--- src/rtl/tinyenc_pkg.sv ---
// Shared types and widths for the tinyenc byte-stream adapter.
package tinyenc_pkg;

    localparam int WORD_W = 32;
    localparam int BYTE_W = 8;
    localparam int IDX_W  = 2;

    typedef enum logic [1:0] {
        ST_IDLE  = 2'd0,
        ST_ISSUE = 2'd1,
        ST_BUSY  = 2'd2
    } enc_state_t;

endpackage

--- src/rtl/tinyenc_byte_ser.sv ---
// 32-bit word to 8-bit valid/ready serializer, least-significant byte first.
module tinyenc_byte_ser
    import tinyenc_pkg::*;
(
    input  logic              clk,
    input  logic              rstb,
    input  logic              load,
    input  logic [WORD_W-1:0] load_data,
    output logic [BYTE_W-1:0] m_data,
    output logic              m_valid,
    input  logic              m_ready
);

    logic [WORD_W-1:0] obuf;
    logic [IDX_W-1:0]  k;
    logic              full;

    // Load a word, then step through its bytes on each accepted transfer.
    always_ff @(posedge clk or posedge rstb) begin
        if (rstb) begin
            obuf <= '0;
            k    <= '0;
            full <= 1'b0;
        end else if (load) begin
            obuf <= load_data;
            k    <= '0;
            full <= 1'b1;
        end else if (full && m_ready) begin
            if (k == 2'd3) begin
                k    <= '0;
                full <= 1'b0;
            end else begin
                k <= k + 2'd1;
            end
        end
    end

    // Byte select depends only on registered state, so m_data holds under stall.
    always_comb begin
        m_data = obuf[{k, 3'b000} +: BYTE_W];
    end

    assign m_valid = full;

endmodule

--- src/rtl/tinyenc_stream.sv ---
// Byte-stream adapter around the tinyenc core: packs four bytes into a word,
// runs it through the core and serializes the result back out as bytes.
// Optional abort of a stuck core run: define TINYENC_STREAM_TIMEOUT_EN.
//
// state    | meaning
// ST_IDLE  | waiting for a full input word, idle core and empty output buffer
// ST_ISSUE | enc_write high for one cycle
// ST_BUSY  | waiting for the core to raise enc_valid
module tinyenc_stream
    import tinyenc_pkg::*;
#(
    parameter int TIMEOUT = 255
) (
    input  logic              clk,
    input  logic              rstb,
    input  logic [BYTE_W-1:0] s_data,
    input  logic              s_valid,
    output logic              s_ready,
    output logic [BYTE_W-1:0] m_data,
    output logic              m_valid,
    input  logic              m_ready,
    output logic [WORD_W-1:0] enc_wdata,
    output logic              enc_write,
    input  logic              enc_valid,
    input  logic [WORD_W-1:0] enc_rdata,
    output logic              busy,
    output logic              err
);

    // The busy counter is 8 bits wide, so the abort threshold must fit in it.
    if (TIMEOUT < 1 || TIMEOUT > 256) begin : g_timeout_range
        $error("tinyenc_stream: TIMEOUT must be in 1..256");
    end

    enc_state_t        state;
    logic [IDX_W-1:0]  in_cnt;
    logic [WORD_W-1:0] in_word;
    logic              in_full;
    logic              out_full;
    logic              issue_go;
    logic              capture;
    logic              s_fire;

`ifdef TINYENC_STREAM_TIMEOUT_EN
    localparam logic [7:0] TMO_LAST = 8'(TIMEOUT - 1);
    logic [7:0] tmo_cnt;
`else
    assign err = 1'b0;
`endif

    assign s_ready  = !in_full;
    assign s_fire   = s_valid && s_ready;
    assign issue_go = (state == ST_IDLE) && in_full && enc_valid && !out_full;
    assign capture  = (state == ST_BUSY) && enc_valid;
    assign busy     = (state != ST_IDLE);

    // Input collector: little-endian packing; handing the word off frees it.
    always_ff @(posedge clk or posedge rstb) begin
        if (rstb) begin
            in_cnt  <= '0;
            in_word <= '0;
            in_full <= 1'b0;
        end else begin
            if (issue_go) begin
                in_full <= 1'b0;
            end
            if (s_fire) begin
                in_word[{in_cnt, 3'b000} +: BYTE_W] <= s_data;
                in_cnt <= in_cnt + 2'd1;
                if (in_cnt == 2'd3) begin
                    in_full <= 1'b1;
                end
            end
        end
    end

    // Core sequencing FSM with registered load pulse and word.
    always_ff @(posedge clk or posedge rstb) begin
        if (rstb) begin
            state     <= ST_IDLE;
            enc_write <= 1'b0;
            enc_wdata <= '0;
`ifdef TINYENC_STREAM_TIMEOUT_EN
            tmo_cnt   <= '0;
            err       <= 1'b0;
`endif
        end else begin
            case (state)
                ST_IDLE: begin
                    enc_write <= 1'b0;
                    if (issue_go) begin
                        enc_wdata <= in_word;
                        enc_write <= 1'b1;
                        state     <= ST_ISSUE;
                    end
                end
                ST_ISSUE: begin
                    enc_write <= 1'b0;
                    state     <= ST_BUSY;
`ifdef TINYENC_STREAM_TIMEOUT_EN
                    tmo_cnt   <= '0;
`endif
                end
                ST_BUSY: begin
                    enc_write <= 1'b0;
                    if (enc_valid) begin
                        state <= ST_IDLE;
                    end
`ifdef TINYENC_STREAM_TIMEOUT_EN
                    // Abandon the word; any result already buffered is kept.
                    else if (tmo_cnt == TMO_LAST) begin
                        err   <= 1'b1;
                        state <= ST_IDLE;
                    end else begin
                        tmo_cnt <= tmo_cnt + 8'd1;
                    end
`endif
                end
                default: begin
                    enc_write <= 1'b0;
                    state     <= ST_IDLE;
                end
            endcase
        end
    end

    tinyenc_byte_ser u_out_ser (
        .clk       (clk),
        .rstb      (rstb),
        .load      (capture),
        .load_data (enc_rdata),
        .m_data    (m_data),
        .m_valid   (out_full),
        .m_ready   (m_ready)
    );

    assign m_valid = out_full;

endmodule
--- config.mk ---
export PLATFORM = sky130hd
export DESIGN_NAME = tinyenc_stream
export DESIGN_NICKNAME = d
export VERILOG_FILES = /design/src/rtl/tinyenc_pkg.sv /design/src/rtl/tinyenc_byte_ser.sv /design/src/rtl/tinyenc_stream.sv
export SDC_FILE = /design/constraint.sdc
export NUM_CORES = 1
export LEC_CHECK = 0
export ABC_AREA = 1
export BUFFER_PORTS_ARGS = -buffer_cell sky130_fd_sc_hd__buf_2
export CORE_UTILIZATION = 55
export CTS_CLUSTER_DIAMETER = 100
export DETAILED_ROUTE_END_ITERATION = 8
export GPL_TIMING_DRIVEN = 0
export PLACE_DENSITY = 0.79
export SLEW_MARGIN = 20
export SYNTH_ARGS = -nofsm -noshare
export SYNTH_HDL_FRONTEND = slang
export SYNTH_SLANG_ARGS = --single-unit
--- constraint.sdc ---
create_clock -name clk -period 4.2 [get_ports clk]
set_clock_uncertainty 0.15 [all_clocks]
set_input_delay 1.05 -clock clk [delete_from_list [all_inputs] [get_ports clk]]
set_output_delay 1.05 -clock clk [all_outputs]
set_load 0.05 [all_outputs]
# Word level (Yosys, flattened, before mapping)

Cells that the tools add are included.

$add $sub $neg: 3
Equality and inequality tests: 6
Shift operators: 3
Multiplexer cells: 15
Reductions and logical operators: 15

Operators with widths:

| operator                                             | number |
|---|---|
| bitwise mux 32 bit                                   | 1 |
| variable shift 8 x 7 -> 32 bit, first input constant | 1 |
| indexed part select 32 x 6 -> 8 bit                  | 1 |
| indexed part select 8 x 7 -> 32 bit                  | 1 |
| two-way mux 2 bit                                    | 5 |
| two-way mux 1 bit                                    | 8 |
| negation 5 -> 7 bit                                  | 1 |
| equality test 2 bit, second input constant           | 3 |
| logical AND 1 bit                                    | 6 |
| case mux 2 bit (3 select lines)                      | 1 |
| AND reduction 2 bit                                  | 3 |
| nonzero test 2 bit                                   | 3 |
| adder 2 x 1 -> 2 bit, second input constant          | 2 |
| != test 2 bit, second input constant                 | 2 |
| equality test 2 x 1 -> 1 bit, second input constant  | 1 |
| logical NOT 1 bit                                    | 2 |
| logical NOT 2 bit                                    | 1 |

Flip-flop bits (word level): 105
Bits of input ports: 45
Output and inout port bits: 45
Logic and storage cells: 51

# Longest topological paths before layout

Depth after elaboration: 7
Gate-level depth with buffers: 7
Depth with buffers taken out: 7

# By module

Synthesis repeated with hierarchy kept, for this count alone.

Cell total of the unflattened synthesis: 584
Area total of the unflattened synthesis: 4748.3 sq um

Modules (own cells, without submodules):

| module           | instances | cells each | area each (sq um) | seq. area each (sq um) |
|---|---|---|---|---|
| tinyenc_stream   | 1         | 369        | 3070.4            | 1751.7 |
| tinyenc_byte_ser | 1         | 215        | 1677.9            | 875.8 |

# Least setup slack after synthesis

OpenSTA, ideal clock, no wires.

Path kind: register to output
Start point: reg u_out_ser.k[0]
End point: out m_data[0]
Arrival: 1.147 ns
Data required time: 3.000 ns
Path slack: 1.853 ns
Cell stages (with the launch flop): 6
Path buffers: 2
Cells stage by stage: dfrtp_1 > buf_2 > buf_2 > nand2_1 > o211ai_1 > nand2_1

Cells in the longest elaborated chain, start to end: 1

Ends and longest elaborated chain:

| what                                | line                   | source |
|---|---|---|
| from (decl)                         | tinyenc_byte_ser.sv:15 | `logic [IDX_W-1:0] k;` |
| from (signal assigned)              | tinyenc_byte_ser.sv:33 | `k <= k + 2'd1;` |
| indexed part select 32 x 6 -> 8 bit | tinyenc_byte_ser.sv:40 | `m_data = obuf[{k, 3'b000} +: BYTE_W];` |
| to (decl)                           | tinyenc_stream.sv:19   | `output logic [BYTE_W-1:0] m_data,` |

No other way between the ends.

# Final worst setup path

Start point: reg u_out_ser.k[1]
End point: out m_data[4]

The elaborated chain is that of the path after synthesis.

==> impl_metrics.ini <==
[clock_network]
cts_sinks = 105
holdBufCountCts = 0
clk_path_buf_depth = 2
clk_pin_slew_ns = 0.09
cts_tree = built
cts_resized = 0
cts-buffers-inserted = 9
cts-root-buf = clkbuf_8
htree_num_levels = 3
clk_latency_ns = 0.37
post_cts_buffers = 0

[floorplan]
die_width_um = 95.2
io_pins = 90
core-area_mm2 = 0.00830
rows = 33
start_util_pct = 57.6
dieArea_mm2 = 0.00906
dieHeight_um = 95.2

[grt]
grt_pass1_wl_um = 17400
grt_pass1_vias = 3817
track_usage_pct = 25.4
gr-total-overflow = 0
antenna_found_initial = 0
grt_max_degree = 63

[timing]
timing.final.ws_setup_ns = 1.33
max_freq_mhz = 348
finalHoldViolations = 0
setup_viol = 0
finalCritPeriodShare_pct = 68.4
grt_setup_unrepaired = false
finalMaxSlewViolations = 0
period_needed_ns = 2.87
hold_slack_ns = 0.323

[placement]
placed_area_mm2 = 0.00538
place_ws_ns = 1.73
numPortBuffers = 88
dp_hpwl_um = 7880
gp_congestion = 0.899

[logic_synthesis]
yosysSeqAreaShare_pct = 55.0
yosys_warnings = 0
synth-main-ff-cell = dfrtp_1
synth_most_common_cell = nand2_1
synth-seq-cells = 105
yosys.area.top_type = dfrtp_1
yosysTopAreaCellShare_pct = 55.0
synthTopCellsByCount = 208 x nand2_1, 105 x dfrtp_1, 69 x inv_1
synth-edff-count = 0
synth_area_leaders = dfrtp_1 55%, nand2_1 16%, inv_1 5.4%, nand3_1 4.6%, o21ai_0 2.5%
async_flop_share_pct = 100
synth_cells = 570
synth_area_mm2 = 0.00478
ys_types = 25
syn_area_per_cell_um2 = 8.38
synthesis.nets = 622

[worst_setup_path]
worstPathArrival_ns = 1.67
cp_num_buf_inv = 3
path_class = flip-flop to output pin
slowest_delay_ns = 0.39
path_cells = buf_2 > inv_1 > o211ai_1 > nand2_1 > buf_2
cp.required_ns = 3.00
crit_top_cell = buf_2
slowest_stage = dfrtp_1
startpoint_type = flip-flop
path_delay_family = buffers and inverters
critPathCaptureType = output pin
crit_path_max_fanout = 10

[layout]
multi_input_area_mm2 = 0.00170
fin_area_mm2 = 0.00556
drive_gt1_share_pct = 21.3
regArea_mm2 = 0.00263
diodes = 0
n_fill_cell = 708
final_nets = 722
syn2layout_area_growth_pct = 16.3

[run_status]
status = finished clean

[worst_hold_path]
hold_path_class = flip-flop to flip-flop

[power_and_ir_drop]
power_uw = 4460
leakage_uw = 0.00325
ir_worst_vdd_mv = 0.377
power_density_mw_per_mm2 = 802

[detailed_routing]
postRouteAntennaNets = 0
first_pass_iters = 5
wl_met2_um = 5260
drtIter0Drc = 149
drc = 0
top_layer = met4
viasPerCell = 5.18
wl_met3_um = 597
drt_wl_total_um = 10700
post_drt_wl_per_cell_um = 13.7
met1_length_um = 4570
via_count = 4043

[run]
drv_cap = 0
==> routing by layer <==
metal	vias up	track usage (%)
li1	1973	-
met3	24	6.14
met5	-	0
met4	0	10.6
met1	1920	31.7
met2	126	42.1
==> layout make-up <==
class	instances	area share, %
Sequential cell	105	47.3
Inverter	71	4.89
Clock buffer	9	2.23
Buffer	26	3.26
Clock inverter	7	0.946
Tap cell	105	2.36
Timing Repair Buffer	89	8.42
Multi-Input combinational cell	368	30.6
==> power breakdown <==
part / leakage (uW) / internal (uW) / switching, uW
sequential: 0.00139 / 1420 / 258
clock: 0.0000900 / 220 / 350
combinational: 0.00178 / 585 / 1620
==> sequential cells by signal (all words and copies together) (netlist names) <==
register,cells
enc_wdata,32
in_word,32
u_out_ser.obuf,32
in_cnt,2
state,2
u_out_ser.k,2
enc_write,1
in_full,1
u_out_ser.m_valid,1
==> placed cells by master (no fill, tap or decap), drive strengths merged <==
master / synthesis / routed
o21a: 1 / 1
buf: 23 / 112
inv: 71 / 73
o21ai: 43 / 43
clkbuf: 3 / 12
clkinvlp: 0 / 1
xor2: 1 / 1
nand3: 46 / 46
conb: 1 / 1
o211ai: 16 / 16
dfrtp: 105 / 105
ha: 7 / 7
clkinv: 0 / 4
nand4: 8 / 8
nand2: 210 / 210
nor2: 35 / 35
==> worst min-delay path: stages, from the launching register on <==
cell	delay, ns
dfrtp_1	0.35
nand2_1	0.05
nand2_1	0.05
==> worst paths after layout <==
kind                       slack (ns)  cells past startpoint       endpoint            from
setup / recovery                 1.33                      5      m_data[4]  u_out_ser.k[1]
hold / removal                   0.32                      2   enc_wdata[9]    enc_wdata[9]
max in group asynchronous        2.75                      3       state[0]            rstb
setup reg to reg                 2.27                      6     in_word[6]       in_cnt[0]
min in group asynchronous        0.52                      2  enc_wdata[23]            rstb
hold reg to reg                  0.32                      2   enc_wdata[9]    enc_wdata[9]
==> logic make-up after synthesis <==
kind of cell               share of synthesized area, %
and+or+nand+nor                                    26.1
DFF                                                55.0
buffers and inverters                              9.38
AOI/OAI and AO/OA                                  7.41
adders and majority gates                          1.83
xor gates and xnor gates                          0.183
other                                            0.0785
==> stage by stage <==
step                instances  utilization (%)  TNS, ns
floorplan                 570                -        0
global placement          763             64.5   -81.10
detailed placement        764             64.8        0
CTS                       780             67.0        0
global route              780             67.0        0
finish                    780             67.0        0
Note: power is estimated with default switching activity, not from simulation.
